==> config.mk <==
export PLATFORM = sky130hd
export DESIGN_NAME = mem_stage_lsu
export DESIGN_NICKNAME = d
export VERILOG_FILES = /design/src/rtl/riscv_pkg.sv /design/src/rtl/lsu_align.sv /design/src/rtl/mem_stage_lsu.sv
export SDC_FILE = /design/constraint.sdc
export NUM_CORES = 1
export LEC_CHECK = 0
export ABC_AREA = 1
export CORE_MARGIN = 2
export CORE_UTILIZATION = 40
export CTS_CLUSTER_DIAMETER = 60
export DETAILED_ROUTE_END_ITERATION = 16
export PLACE_DENSITY_LB_ADDON = 0.05
export SETUP_SLACK_MARGIN = 0.05
export SKIP_CTS_REPAIR_TIMING = 1
export SLEW_MARGIN = 10
export SYNTH_ARGS = -nofsm -noshare
export SYNTH_HDL_FRONTEND = slang
export SYNTH_SLANG_ARGS = --single-unit
==> constraint.sdc <==
create_clock -name clk -period 1.67 [get_ports clk]
set_clock_uncertainty 0.2 [all_clocks]
set_input_delay 0.167 -clock clk [delete_from_list [all_inputs] [get_ports clk]]
set_output_delay 0.167 -clock clk [all_outputs]
set_load 0.05 [all_outputs]
==> src/rtl/riscv_pkg.sv <==
`default_nettype none
// +--------------------------------------------------------------------------+
// | riscv_pkg: funct3 load/store encodings, LSU state/size enums, helpers.   |
// | Rev 1.0                                                                  |
// +--------------------------------------------------------------------------+
package riscv_pkg;

  localparam logic [2:0] F3_LB  = 3'b000;
  localparam logic [2:0] F3_LH  = 3'b001;
  localparam logic [2:0] F3_LW  = 3'b010;
  localparam logic [2:0] F3_LBU = 3'b100;
  localparam logic [2:0] F3_LHU = 3'b101;
  localparam logic [2:0] F3_SB  = 3'b000;
  localparam logic [2:0] F3_SH  = 3'b001;
  localparam logic [2:0] F3_SW  = 3'b010;

  localparam int DMEM_TIMEOUT_DEFAULT = 15;

  typedef enum logic [1:0] {
    LSU_IDLE = 2'd0,
    LSU_WAIT = 2'd1,
    LSU_DONE = 2'd2
  } lsu_state_e;

  typedef enum logic [1:0] {
    SZ_BYTE = 2'd0,
    SZ_HALF = 2'd1,
    SZ_WORD = 2'd2
  } lsu_size_e;

  // Any encoding that is not a defined byte/half access is treated as a word.
  function automatic lsu_size_e f3_size(input logic [2:0] f3, input logic is_store);
    lsu_size_e sz;
    sz = SZ_WORD;
    if (is_store) begin
      if (f3 == F3_SB)      sz = SZ_BYTE;
      else if (f3 == F3_SH) sz = SZ_HALF;
    end else begin
      if (f3 == F3_LB || f3 == F3_LBU)      sz = SZ_BYTE;
      else if (f3 == F3_LH || f3 == F3_LHU) sz = SZ_HALF;
    end
    return sz;
  endfunction

  function automatic logic f3_unsigned(input logic [2:0] f3);
    return (f3 == F3_LBU) || (f3 == F3_LHU);
  endfunction

endpackage
`default_nettype wire

==> src/rtl/lsu_align.sv <==
`default_nettype none
// +--------------------------------------------------------------------------+
// | lsu_align: byte enables, store lane replication, load lane extraction.   |
// | Rev 1.0                                                                  |
// +--------------------------------------------------------------------------+
module lsu_align
  import riscv_pkg::*;
(
  input  logic [2:0]  st_funct3_i,
  input  logic        st_is_store_i,
  input  logic [1:0]  st_addr_lo_i,
  input  logic [31:0] st_wdata_i,
  output logic [3:0]  be_o,
  output logic [31:0] wdata_o,
  input  logic [2:0]  ld_funct3_i,
  input  logic [1:0]  ld_addr_lo_i,
  input  logic [31:0] rdata_i,
  output logic [31:0] ld_data_o
);

  lsu_size_e st_size;
  lsu_size_e ld_size;
  logic [7:0]  ld_byte;
  logic [15:0] ld_half;
  logic        ld_uns;

  always_comb begin
    st_size = f3_size(st_funct3_i, st_is_store_i);
    be_o    = 4'b1111;
    wdata_o = st_wdata_i;
    case (st_size)
      SZ_BYTE: begin
        be_o    = 4'b0001 << st_addr_lo_i;
        wdata_o = {4{st_wdata_i[7:0]}};
      end
      SZ_HALF: begin
        be_o    = 4'b0011 << {st_addr_lo_i[1], 1'b0};
        wdata_o = {2{st_wdata_i[15:0]}};
      end
      default: begin
        be_o    = 4'b1111;
        wdata_o = st_wdata_i;
      end
    endcase
  end

  always_comb begin
    ld_size = f3_size(ld_funct3_i, 1'b0);
    ld_uns  = f3_unsigned(ld_funct3_i);
    case (ld_addr_lo_i)
      2'd0:    ld_byte = rdata_i[7:0];
      2'd1:    ld_byte = rdata_i[15:8];
      2'd2:    ld_byte = rdata_i[23:16];
      default: ld_byte = rdata_i[31:24];
    endcase
    ld_half = ld_addr_lo_i[1] ? rdata_i[31:16] : rdata_i[15:0];
    case (ld_size)
      SZ_BYTE: ld_data_o = ld_uns ? {24'd0, ld_byte} : {{24{ld_byte[7]}}, ld_byte};
      SZ_HALF: ld_data_o = ld_uns ? {16'd0, ld_half} : {{16{ld_half[15]}}, ld_half};
      default: ld_data_o = rdata_i;
    endcase
  end

endmodule
`default_nettype wire

==> src/rtl/mem_stage_lsu.sv <==
`default_nettype none
// +--------------------------------------------------------------------------+
// | mem_stage_lsu: MEM-stage load/store unit with ready handshake, timeout   |
// | and optional misalignment trap (LSU_MISALIGN_TRAP_EN). Rev 1.0           |
// +--------------------------------------------------------------------------+
module mem_stage_lsu
  import riscv_pkg::*;
#(
  parameter int DMEM_TIMEOUT = DMEM_TIMEOUT_DEFAULT
) (
  input  logic        clk,
  input  logic        reset,
  input  logic        valid_i,
  input  logic        MemRead_i,
  input  logic        MemWrite_i,
  input  logic [2:0]  funct3_i,
  input  logic [31:0] ALUResult_i,
  input  logic [31:0] WriteData_i,
  output logic        dmem_req,
  output logic        dmem_we,
  output logic [31:0] dmem_addr,
  output logic [31:0] dmem_wdata,
  output logic [3:0]  dmem_be,
  input  logic        dmem_ready,
  input  logic [31:0] dmem_rdata,
  output logic [31:0] MemDout_o,
  output logic        MemDout_valid_o,
  output logic        stall_o,
  output logic        bus_err_o,
  output logic        misalign_o
);

  localparam int CW = (DMEM_TIMEOUT < 2) ? 1 : $clog2(DMEM_TIMEOUT + 1);
  localparam logic [CW-1:0] TMO_C = CW'(DMEM_TIMEOUT);

  lsu_state_e    state_q, state_d;
  logic [CW-1:0] cnt_q, cnt_d, cnt_inc;
  logic [31:0]   addr_q, wdata_q, dout_q;
  logic [3:0]    be_q;
  logic [2:0]    f3_q;
  logic          we_q, bus_err_q;

  logic        access, accept, misal, trap_hit, rd_hit, tmo_hit;
  logic [3:0]  align_be;
  logic [31:0] align_wdata, align_ld;

  assign access = valid_i & (MemRead_i | MemWrite_i);
  assign accept = (state_q == LSU_IDLE) & access;

  lsu_align u_align (
    .st_funct3_i  (funct3_i),
    .st_is_store_i(MemWrite_i),
    .st_addr_lo_i (ALUResult_i[1:0]),
    .st_wdata_i   (WriteData_i),
    .be_o         (align_be),
    .wdata_o      (align_wdata),
    .ld_funct3_i  (f3_q),
    .ld_addr_lo_i (addr_q[1:0]),
    .rdata_i      (dmem_rdata),
    .ld_data_o    (align_ld)
  );

`ifdef LSU_MISALIGN_TRAP_EN
  lsu_size_e req_size;
  logic      misal_q;

  always_comb begin
    req_size = f3_size(funct3_i, MemWrite_i);
    misal    = ((req_size == SZ_HALF) & ALUResult_i[0]) |
               ((req_size == SZ_WORD) & (ALUResult_i[1:0] != 2'b00));
  end

  always_ff @(posedge clk) begin
    if (reset) misal_q <= 1'b0;
    else       misal_q <= trap_hit;
  end

  assign misalign_o = misal_q;
`else
  assign misal      = 1'b0;
  assign misalign_o = 1'b0;
`endif

  always_comb begin
    state_d  = state_q;
    cnt_d    = cnt_q;
    cnt_inc  = (cnt_q == TMO_C) ? cnt_q : cnt_q + 1'b1;
    trap_hit = 1'b0;
    rd_hit   = 1'b0;
    tmo_hit  = 1'b0;
    case (state_q)
      LSU_IDLE: begin
        if (accept) begin
          cnt_d = '0;
          if (misal) begin
            state_d  = LSU_DONE;
            trap_hit = 1'b1;
          end else begin
            state_d = LSU_WAIT;
          end
        end
      end
      LSU_WAIT: begin
        if (dmem_ready) begin
          state_d = LSU_DONE;
          rd_hit  = 1'b1;
        end else begin
          cnt_d = cnt_inc;
          if (cnt_inc == TMO_C) begin
            state_d = LSU_DONE;
            tmo_hit = 1'b1;
          end
        end
      end
      LSU_DONE: state_d = LSU_IDLE;
      default:  state_d = LSU_IDLE;
    endcase
  end

  always_ff @(posedge clk) begin
    if (reset) begin
      state_q <= LSU_IDLE;
      cnt_q   <= '0;
    end else begin
      state_q <= state_d;
      cnt_q   <= cnt_d;
    end
  end

  // Request fields are captured once at acceptance and held for the whole WAIT.
  always_ff @(posedge clk) begin
    if (reset) begin
      addr_q    <= '0;
      wdata_q   <= '0;
      be_q      <= '0;
      f3_q      <= '0;
      we_q      <= 1'b0;
      dout_q    <= '0;
      bus_err_q <= 1'b0;
    end else begin
      if (accept && !misal) begin
        addr_q  <= ALUResult_i;
        wdata_q <= align_wdata;
        be_q    <= align_be;
        f3_q    <= funct3_i;
        we_q    <= MemWrite_i;
      end
      if (rd_hit && !we_q) dout_q <= align_ld;
      else if (tmo_hit)    dout_q <= '0;
      bus_err_q <= tmo_hit;
    end
  end

  assign dmem_req        = (state_q == LSU_WAIT);
  assign dmem_we         = we_q & dmem_req;
  assign dmem_addr       = {addr_q[31:2], 2'b00};
  assign dmem_wdata      = wdata_q;
  assign dmem_be         = be_q;
  assign MemDout_o       = dout_q;
  assign MemDout_valid_o = (state_q == LSU_DONE);
  assign bus_err_o       = bus_err_q;
  assign stall_o         = ((state_q == LSU_IDLE) & access) | (state_q == LSU_WAIT);

endmodule
`default_nettype wire

==> impl_metrics.env, run 1 <==
export IMPL_ys_flop_type="dfxtp_1"
export IMPL_crit_arrival_ns=1.74
export IMPL_die_y_um=122
export IMPL_pre_cts_ws_ns=-0.294
export IMPL_ios=211
export IMPL_grt_pass1_wl_mm=27.0
export IMPL_cp_slowest_stage_delay_ns=0.48
export IMPL_syn_inst=799
export IMPL_cp_cell_sequence="nand2_2, inv_2, a21oi_4, nand3_4, nand3_2, nand2_2, a21oi_2"
export IMPL_clock_latency_ns=0.35
export IMPL_htree_levels=3
export IMPL_hp_class="input pin to flip-flop"
export IMPL_detail_route_antenna_nets=0
export IMPL_p_seq_share_pct=40.1
export IMPL_drtIter0Drc=337
export IMPL_layout_commonest_cell="nand2_1"
export IMPL_route_detailed_drc=0
export IMPL_die_area_um2=14800
export IMPL_critPathMostFrequentCell="nand2_2"
export IMPL_fin_ws_ns=-0.0447
export IMPL_gp_congestion=0.898
export IMPL_vias=5905
export IMPL_drt_total_wl_mm=17.7
export IMPL_dr_pass1_iters=5
export IMPL_hpwl_mm=13.1
export IMPL_final_cells=1169
export IMPL_netlist_area_um2=5550
export IMPL_dp_cells=1147
export IMPL_power_frac_comb_pct=30.3
export IMPL_grtUsageTotal_pct=23.0
export IMPL_intPower_w=0.00474
export IMPL_grt_remaining_overflow=0
export IMPL_irDropWorstVdd_mv=0.471
export IMPL_netSwitchingPower_w=0.00252
export IMPL_synth_avg_cell_area_um2=6.95
export IMPL_ys_warn_count=0
export IMPL_antenna_cells=0
export IMPL_place_port_buffers=207
export IMPL_min_period_ns=1.71
export IMPL_synth_edff_count=0
export IMPL_areaGrowthSynthToFinish_pct=45.4
export IMPL_grt_max_degree=58
export IMPL_path_class="flip-flop to flip-flop"
export IMPL_finalCritPeriodShare_pct=103
export IMPL_vias_per_cell=5.05
export IMPL_path_clk_slew_ns=0.08
export IMPL_setup_viol_count_final=32
export IMPL_path_max_fanout=8
export IMPL_synth_seq_cells=111
export IMPL_pwr_share_clk_pct=29.6
export IMPL_synth_cell_types=34
export IMPL_fill_cells=1309
export IMPL_whs_ns=0.159
export IMPL_first_global_vias=5455
export IMPL_coreArea_um2=13700
export IMPL_critPathSlowestCell="dfxtp_1"
export IMPL_async_flop_share_pct=0
export IMPL_start_kind="flip-flop"
export IMPL_start_util_pct=40.5
export IMPL_rows=43
export IMPL_die_width_um=122
export IMPL_cts_buffers=9
export IMPL_synth_yosys_seq_area_share_pct=40.0
export IMPL_required_ns=1.69
export IMPL_slew_viol_final=0
export IMPL_swShare_pct=34.7
export IMPL_fmax_ghz=0.583
export IMPL_hold_violations=0
export IMPL_crit_path_end_kind="flip-flop"
export IMPL_outcome="finished, violations left"
export IMPL_drive_gt1_share_pct=23.0
export IMPL_cts_tree="done"
export IMPL_power_density_nw_per_um2=900
export IMPL_violations="negative setup slack"
export IMPL_clockBufferDepth=2
export IMPL_most_common_layout_cells="nand2_1, buf_4, dfxtp_1"
export IMPL_p_leak_nw=3.46
export IMPL_nets=1090
export IMPL_antenna_found_initial=0
export IMPL_finalSetupTns_ns=-0.733
export IMPL_cts_sinks=111
export IMPL_routedWlPerCell_um=15.1
export IMPL_rsz0062_at_grt="yes"
export IMPL_cts_root_buffer="clkbuf_16"
export IMPL_maxCapViolCount=0
[power groups by stage]
stage          Combinational, W  Sequential, W  Clock (W)
2_1_floorplan           0.00105        0.00329          0
6_report                0.00220        0.00291    0.00215
3_5_place_dp            0.00214        0.00297          0
4_1_cts                 0.00215        0.00291    0.00220
5_1_grt                 0.00236        0.00293    0.00231
3_3_place_gp            0.00212        0.00297          0
[per-layer routing]
layer / GRT usage [%] / vias up / wire (um)
met3: 6.65 / 27 / 1340
met1: 29.2 / 2745 / 7530
met5: 0 / - / 0
met4: 6.47 / 0 / 358
li1: - / 2936 / -
met2: 38.2 / 197 / 8480
[registers in the layout, indices dropped and copies added (netlist names)]
| name | flops |
|---|---|
| dmem_wdata | 32 |
| addr_q | 32 |
| we_q | 1 |
| cnt_q | 4 |
| f3_q | 3 |
| dmem_be | 4 |
| MemDout_o | 32 |
| state_q | 2 |
| bus_err_o | 1 |
[path summary, 6_finish.rpt]
check / start / endpoint / slack (ns) / depth (start not counted)
worst max-delay path: addr_q[0]$_SDFFE_PP0P_ / MemDout_o[23]$_SDFFE_PP0P_ / -0.04 / 7
worst min-delay path: ALUResult_i[18] / addr_q[18]$_SDFFE_PP0P_ / 0.16 / 3
worst max register to register: addr_q[0]$_SDFFE_PP0P_ / MemDout_o[23]$_SDFFE_PP0P_ / -0.04 / 7
worst min register to register: we_q$_SDFFE_PP0P_ / we_q$_SDFFE_PP0P_ / 0.26 / 2
[area by class of cell]
type / count / area, um2 / share of cell area (%)
clock buffer: 10 / 239 / 2.96
clock inverter: 6 / 61.3 / 0.760
inverter: 54 / 219 / 2.71
multi-input combinational: 554 / 2700 / 33.5
sequential: 111 / 2230 / 27.6
tap: 180 / 225 / 2.79
timing repair buffer: 254 / 2400 / 29.7
[metrics by stage]
step	util, %	power [W]	area (um2)
finish	58.8	0.00727	8070
global route	58.8	0.00760	8070
CTS	57.8	0.00726	7930
detailed placement	55.6	0.00511	7630
global placement	55.6	0.00509	7630
floorplan	-	0.00434	5640
[synth_stat cells (6+ instances only)]
cell,n,area [um2]
a21oi_1,102,510
a21oi_2,10,87.6
a22oi_1,7,52.6
a31oi_1,8,50.1
buf_2,22,110
buf_4,38,285
clkbuf_1,19,71.3
dfxtp_1,111,2220
inv_1,49,184
nand2_1,211,792
nand2_2,11,68.8
nand3_1,47,235
nor2_1,75,282
o211ai_1,7,52.6
o21ai_0,35,175
o21ai_1,6,30.0
o22ai_1,8,50.1
[cells by family (layout without fill, tap and decap cells)]
logic type	Yosys count	in the layout	share of synthesized area, %
buffers and inverters	137	324	13.1
and+or+nand+nor	363	364	27.8
adders and majority gates	1	1	0.225
AOI/OAI and AO/OA	186	186	18.8
other	1	3	0.0676
DFF	111	111	40.0
[critical path: cells and delay by family (launching register included)]
family	cells	cell delay [ns]
compound gates	2	0.12
flops	1	0.48
buf+inv	1	0.10
simple gates	4	0.69
(Power assumes the default switching activity.)
==> inputs of run 2 (changes only) <==
Settings changed: CORE_UTILIZATION 40 to 48, PLACE_DENSITY set to 0.87, PLACE_DENSITY_LB_ADDON 0.05 to not set.
Clock period 1.67 ns to 2.05 ns, I/O delays scaled along.
==> run 2 against run 1 <==
  * The flow now finishes without violations
  * Routed wire length is 4.2% lower
  * Setup slack gained 0.13 ns
  * Clock power decreased by 19%
  * Global-route usage increased by 3.7 points
==> impl_metrics.env, run 2 (same netlist as run 1, synthesis figures left out) <==
export IMPL_cp_num_buf_inv=1
export IMPL_cp_slowest_stage_delay_ns=0.84
export IMPL_fill_cells=921
export IMPL_first_global_vias=5540
export IMPL_hpwl_mm=12.1
export IMPL_die_width_um=112
export IMPL_hold_violations=0
export IMPL_crit_path_end_kind="output port"
export IMPL_power_density_nw_per_um2=741
export IMPL_nets=1062
export IMPL_hp_class="input pin to flip-flop"
export IMPL_critPathSlowestCell="clkdlybuf4s50_1"
export IMPL_final_util_pct=69.2
export IMPL_cpLargestDelayFamily="buffers and inverters"
export IMPL_cts_buffers=9
export IMPL_antenna_cells=0
export IMPL_die_y_um=112
export IMPL_rows=39
export IMPL_cts_sinks=111
export IMPL_netSwitchingPower_w=0.00203
export IMPL_htree_levels=3
export IMPL_slew_viol_final=0
export IMPL_cp_cell_sequence="clkdlybuf4s50_1"
export IMPL_outcome="finished clean"
export IMPL_start_kind="flip-flop"
export IMPL_gp_congestion=0.889
export IMPL_finalCritPeriodShare_pct=95.6
export IMPL_route_detailed_drc=0
export IMPL_worst_slew_pin_slew_ns=0.557
export IMPL_grt_pass1_wl_mm=27.2
export IMPL_rsz0062_at_grt="yes"
export IMPL_place_port_buffers=207
export IMPL_fmax_ghz=0.510
export IMPL_crit_arrival_ns=1.55
export IMPL_ios=211
export IMPL_finalSetupTns_ns=0
export IMPL_setup_viol_count_final=0
export IMPL_power_frac_comb_pct=29.4
export IMPL_detail_route_antenna_nets=0
export IMPL_path_clk_slew_ns=0.08
export IMPL_intPower_w=0.00380
export IMPL_path_max_fanout=2
export IMPL_antenna_found_initial=0
export IMPL_maxCapViolCount=0
export IMPL_required_ns=1.64
export IMPL_coreArea_um2=11400
export IMPL_path_class="flip-flop to output port"
export IMPL_vias=5892
export IMPL_min_period_ns=1.96
export IMPL_areaGrowthSynthToFinish_pct=41.7
export IMPL_grt_max_degree=81
export IMPL_most_common_layout_cells="nand2_1, clkdlybuf4s50_1, dfxtp_1"
export IMPL_dr_pass1_iters=5
export IMPL_layout_commonest_cell="nand2_1"
export IMPL_clock_latency_ns=0.35
export IMPL_clockBufferDepth=2
export IMPL_drive_gt1_share_pct=9.05
export IMPL_routedWlPerCell_um=15.4
export IMPL_pwr_share_clk_pct=29.9
export IMPL_die_area_um2=12400
export IMPL_irDropWorstVdd_mv=0.493
export IMPL_swShare_pct=34.8
export IMPL_p_seq_share_pct=40.7
export IMPL_cts_tree="done"
export IMPL_vias_per_cell=5.34
export IMPL_cts_root_buffer="clkbuf_16"
export IMPL_slew_headroom_pct=62.8
export IMPL_p_leak_nw=3.12
export IMPL_grtUsageTotal_pct=26.8
export IMPL_drt_total_wl_mm=17.0
export IMPL_drtIter0Drc=489
export IMPL_start_util_pct=48.8
export IMPL_grt_remaining_overflow=0
[run 2: stage by stage]
| step | worst slack, ns | instance area, um2 | instances | power (W) | hold slack, ns |
|---|---|---|---|---|---|
| floorplan | 0.263 | 5560 | 801 | 0.00353 | 0.149 |
| global placement | 0.0998 | 7530 | 1087 | 0.00408 | 0.251 |
| detailed placement | 0.0224 | 7530 | 1087 | 0.00411 | 0.256 |
| CTS | -0.0211 | 7820 | 1103 | 0.00582 | -0.000358 |
| global route | 0.0602 | 7860 | 1104 | 0.00607 | 0.0274 |
| finish | 0.0902 | 7860 | 1104 | 0.00583 | 0.00140 |
[run 2: layer usage]
metal	track usage, %	share of wire [%]	up-vias	wire, um
met5	0	0	-	0
met3	8.38	10	44	1690
li1	-	-	2872	-
met1	31.6	39	2696	6540
met4	9.22	2.7	0	464
met2	46.2	49	280	8270
[run 2: final timing paths]
path / start / endpoint / slack (ns) / cells past startpoint
hold reg to reg: dmem_wdata[1]$_SDFFE_PP0P_ / dmem_wdata[1]$_SDFFE_PP0P_ / 0.27 / 2
setup / recovery: addr_q[24]$_SDFFE_PP0P_ / dmem_addr[24] / 0.09 / 1
hold / removal: reset / MemDout_o[4]$_SDFFE_PP0P_ / 0.001 / 2
setup reg to reg: f3_q[0]$_SDFFE_PP0P_ / MemDout_o[29]$_SDFFE_PP0P_ / 0.22 / 6
[run 2: cell type report]
cell class / count / area, um2 / area share, %
Inverter: 54 / 215 / 2.74
Multi-Input combinational cell: 553 / 2630 / 33.5
Timing Repair Buffer: 227 / 2320 / 29.6
Sequential cell: 111 / 2220 / 28.3
Tap cell: 143 / 179 / 2.28
Clock buffer: 10 / 229 / 2.91
Clock inverter: 6 / 57.6 / 0.732
[run 2: power groups by stage]
stage	registers [W]	logic, W	clock network [W]
2_1_floorplan	0.00268	0.000846	0
3_3_place_gp	0.00241	0.00167	0
3_5_place_dp	0.00242	0.00169	0
4_1_cts	0.00237	0.00170	0.00175
5_1_grt	0.00239	0.00184	0.00185
6_report	0.00237	0.00171	0.00174
==> variant 1, RTL diff (flow settings as in run 1) <==
`DMEM_TIMEOUT_DEFAULT`: 15 -> 30.
--- a/src/rtl/riscv_pkg.sv
+++ b/src/rtl/riscv_pkg.sv
@@ -14,7 +14,7 @@
   localparam logic [2:0] F3_SH  = 3'b001;
   localparam logic [2:0] F3_SW  = 3'b010;
 
-  localparam int DMEM_TIMEOUT_DEFAULT = 15;
+  localparam int DMEM_TIMEOUT_DEFAULT = 30;
 
   typedef enum logic [1:0] {
     LSU_IDLE = 2'd0,
Formal check against the unedited RTL: same outputs for any inputs over 4 cycles, from zero or initial values and one cycle with reset high; that may be too few to reach the edited logic, so the function may still have changed.
==> variant 1 against run 1 <==
The run still ends with negative setup slack left. Fmax decreased by 7.5%. Sequential cell count increased by 1. Utilization increased by 5.6 points. Worst setup slack got worse by 0.14 ns. Final area increased by 11%. Via count increased by 4.4%. Synthesized area increased by 3.4%. Total power increased by 4.0%. Routed wire length increased by 6.3%. Sequential share of layout area decreased by 2.5 points.
==> variant 1: results (changes against run 1) <==
Ranking of synthesized cells by area - dfxtp_1, nand2_1, a21oi_1, nand3_2, buf_4
Pin count of the biggest net entering global routing - 42 (-28%)
WL final - 18800 um (+6.3%)
Top post-synthesis cells by count - nand2_1, dfxtp_1, a21oi_1
Yosys cell types - 35 (+2.9%)
Largest stage delay, worst path - 0.37 ns (-0.11 ns)
LEAKAGE - 3.78 nW (+9.4%)
Final net count - 1115 (+2.3%)
Vias in the first global route - 5684 (+4.2%)
HPWL Detailed - 13700 um (+5.3%)
Clock Path Buffers - 2 (unchanged)
Critical path fanouts, max - 9 (+1)
Initial DRT Pass Iterations - 7 (+2)
Via Count - 6163 (+4.4%)
Layout cells sized above 1 - 0.326 (+0.0962)
Slowest stage cell, crit path - dfxtp_4
Status - complete, but fails checks
GP Congestion - 0.952 (+6.1%)
Fillers - 1231 (-6.0%)
DP Area - 8120 um2 (+6.5%)
Failing checks - negative setup slack
First-pass GRT wire length - 27700 um (+2.6%)
Total track usage - 0.230 (-0.000365)
Sum Neg Setup Slack - -4.90 ns (-4.17 ns)
Post-synthesis sequential area ratio - 0.391 (-0.00969)
Drt first-iter violations - 304 (-9.8%)
Critical Path AT - 1.87 ns (+0.13 ns)
Final Worst Setup Slack - -0.183 ns (-0.138 ns)
Final setup viols - 36 (+13%)
VDD IR max - 0.535 mV (+14%)
[variant 1: per-layer routing]
| layer | global-route usage | routed length (um) |
|---|---|---|
| met1 | 0.261 | 7260 |
| met3 | 0.0627 | 1640 |
| met4 | 0.0859 | 529 |
| met5 | 0 | 0 |
| met2 | 0.410 | 9390 |
[variant 1: area by class of cell]
| type | instances | share of cell area |
|---|---|---|
| Clock buffer | 12 | 0.0285 |
| Sequential cell | 112 | 0.251 |
| Timing Repair Buffer | 282 | 0.320 |
| Tap cell | 180 | 0.0251 |
| Inverter | 56 | 0.0248 |
| Clock inverter | 4 | 0.00585 |
| Multi-Input combinational cell | 547 | 0.345 |
[variant 1: power by group]
part / switching, W / total, W / internal [W]
sequential: 0.000120 / 0.00295 / 0.00283
combinational: 0.00140 / 0.00236 / 0.000959
clock: 0.000994 / 0.00224 / 0.00125
[variant 1: cells by family (layout without fill, tap and decap cells)]
logic type	after synthesis	after routing	synth area share
AND/OR/NAND/NOR	346	346	0.288
buffers and inverters	138	354	0.125
AO/OA/AOI/OAI	195	195	0.190
XOR/XNOR	1	1	0.00153
flip-flops	112	112	0.391
other	1	3	0.000653
adder cells (fa/ha/maj)	2	2	0.00436
[variant 1: path summary, 6_finish.rpt]
check | endpoint | slack [ns] | from | depth (start not counted)
min | cnt_q[3] | 0.09 | reset | 3
max reg2reg | MemDout_o[29] | -0.18 | cnt_q[0] | 10
max | MemDout_o[29] | -0.18 | cnt_q[0] | 10
min reg2reg | addr_q[26] | 0.27 | addr_q[26] | 2
[variant 1: metrics by stage]
stage / setup slack [ns] / std cells / hold WS (ns) / util / total power (W)
after detailed placement: -0.228 / 1159 / 0.258 / 0.583 / 0.00520
after global routing: -0.238 / 1193 / 0.117 / 0.645 / 0.00789
final: -0.183 / 1193 / 0.0937 / 0.645 / 0.00756
after CTS: -0.267 / 1175 / 0.0645 / 0.605 / 0.00743
after global placement: -0.183 / 1159 / 0.254 / 0.583 / 0.00517
after floorplan: -0.0536 / 797 / 0.110 / - / 0.00435
[variant 1: worst max-delay path, delay by kind of cell, from the launching register on]
kind                     cells  cell delay, ns
AO/OA/AOI/OAI                2            0.23
adder cells (fa/ha/maj)      1            0.13
buffers and inverters        2            0.25
flip-flops                   1            0.37
AND/OR/NAND/NOR              5            0.53
==> variant 2, RTL diff (flow settings as in run 1) <==
Made on the original files. The output `bus_err_o` loses its register stage (`bus_err_q` becomes a continuous assignment).
--- a/src/rtl/mem_stage_lsu.sv
+++ b/src/rtl/mem_stage_lsu.sv
@@ -136,7 +136,6 @@
       f3_q      <= '0;
       we_q      <= 1'b0;
       dout_q    <= '0;
-      bus_err_q <= 1'b0;
     end else begin
       if (accept && !misal) begin
         addr_q  <= ALUResult_i;
@@ -147,9 +146,10 @@
       end
       if (rd_hit && !we_q) dout_q <= align_ld;
       else if (tmo_hit)    dout_q <= '0;
-      bus_err_q <= tmo_hit;
     end
   end
+
+  assign bus_err_q = tmo_hit;
 
   assign dmem_req        = (state_q == LSU_WAIT);
   assign dmem_we         = we_q & dmem_req;
Check against the original RTL: no difference found for any inputs over 10 cycles, from zero or initial values and one cycle with reset high; that may be too few to reach the edited logic, so the function may still have changed.
==> variant 2 against run 1 <==
The flow finishes with violations (negative hold slack, negative setup slack). Total power grew 5.4%. Register-to-register slack lost 0.17 ns. Final area grew 7.3%. Worst setup slack lost 0.37 ns. Routed wire length grew 9.3%. Sequential cell count shrank 1. Non-clock buffer count grew 26. Combinational power grew 10%. Synthesized area shrank 1.3%.
==> variant 2: results (changes against run 1) <==
Status - complete, but fails checks
Failing checks - negative hold slack, negative setup slack
Synth Area in XOR/XNOR - 0 (unchanged)
Critical Path AT - 1.71 ns (-0.03 ns)
Initial antenna violation count - 0 (unchanged)
LEAKAGE - 3.65 nW (+5.5%)
Hold path cells - 2 (-1)
Final Worst Setup Slack - -0.412 ns (-0.367 ns)
Clock-pin transition on the worst setup and hold timing paths - 0.07 ns
Vias in the first global route - 5483 (+0.51%)
Layout cells sized above 1 - 0.305 (+0.0755)
Worst reg2reg path depth - 9 (+2)
Final net count - 1114 (+2.2%)
Slowest stage cell, crit path - dfxtp_2
Sum Neg Setup Slack - -8.62 ns (-7.89 ns)
Yosys cell types - 35 (+2.9%)
Critical path fanouts, max - 6 (-2)
Yosys warning count - 0 (unchanged)
Final setup viols - 85 (+170%)
Post-synthesis compound-gate area fraction - 0.186 (-0.00167)
Total track usage - 0.236 (+0.00593)
GP Congestion - 0.930 (+3.6%)
Most used flip-flop cell after synthesis - dfxtp_1
RR Startpoint - state_q[1]
VDD IR max - 0.527 mV (+12%)
Top post-synthesis cells by count - nand2_1, a21oi_1, dfxtp_1
Reg-to-Reg End - dmem_wdata[23]
Worst skew pair latency - 0.36 ns
Pin count of the biggest net entering global routing - 46 (-21%)
HPWL Detailed - 13300 um (+2.2%)
First-pass GRT wire length - 27500 um (+1.8%)
CTS Buf Count - 9 (unchanged)
WL final - 19300 um (+9.3%)
Initial DRT Pass Iterations - 5 (unchanged)
Post-synthesis sequential area ratio - 0.402 (+0.00156)
Hold Fails Final Rpt - 4 (+4)
CTS H-tree depth - 3 (unchanged)
Drt first-iter violations - 417 (+24%)
Via Count - 6058 (+2.6%)
CP Launch Point - cnt_q[0]
Ranking of synthesized cells by area - dfxtp_1, nand2_1, a21oi_1, nor2_1, buf_4
Post-Synth Adder-Cell Area - 0.00228 (+0.0000293)
Hold slack - -0.00416 ns (-0.163 ns)
R2r setup slk - -0.21 ns (-0.17 ns)
CP endpoint - bus_err_o
Largest stage delay, worst path - 0.36 ns (-0.12 ns)
Input/output buffers - 207 (unchanged)
Multiplexer share of the synthesized area - 0 (unchanged)
[variant 2: layer usage]
layer | wire [um] | share of wire | global-route usage
met4 | 471 | 0.024 | 0.0923
met1 | 8060 | 0.42 | 0.299
met2 | 9420 | 0.49 | 0.386
met5 | 0 | 0 | 0
met3 | 1400 | 0.072 | 0.0587
[variant 2: cell families (layout without fill, tap and decap cells)]
logic type / count (synthesis) / count (layout)
adder cells (fa/ha/maj): 1 / 1
other: 1 / 3
buffers and inverters: 138 / 352
flip-flops: 110 / 110
AND/OR/NAND/NOR: 359 / 359
AO/OA/AOI/OAI: 188 / 188
[variant 2: cell type report]
class | instances | area, um2
clock buffers | 12 | 236
clock inverters | 4 | 80.1
fillers | 1149 | 4630
inverters | 56 | 233
multi-input cells | 551 | 2940
flip-flops and latches | 110 | 2210
well taps | 176 | 220
repair buffers | 280 | 2740
[variant 2: worst min-delay path by stage]
| stage | startpoint | endpoint | slack [ns] |
|---|---|---|---|
| 6_report | reset | addr_q[8] | -0.004 |
| 5_1_grt | reset | addr_q[13] | 0.002 |
| 4_1_cts | reset | addr_q[17] | -0.02 |
| 3_5_place_dp | addr_q[17] | addr_q[17] | 0.26 |
| 3_3_place_gp | addr_q[15] | addr_q[15] | 0.25 |
| 2_1_floorplan | ALUResult_i[13] | addr_q[13] | 0.11 |
[variant 2: where the power goes]
group | internal, W | switching [W]
sequential | 0.00278 | 0.000112
clock | 0.00133 | 0.00101
combinational | 0.000969 | 0.00145
total | 0.00509 | 0.00257
[variant 2: metrics by stage]
stage	instances	util	setup slack [ns]	area (um2)
floorplan	799	-	-0.0723	5550
global placement	1147	0.565	-0.347	7510
detailed placement	1147	0.565	-0.397	7510
CTS	1163	0.589	-0.532	7830
global route	1189	0.651	-0.452	8660
finish	1189	0.651	-0.412	8660
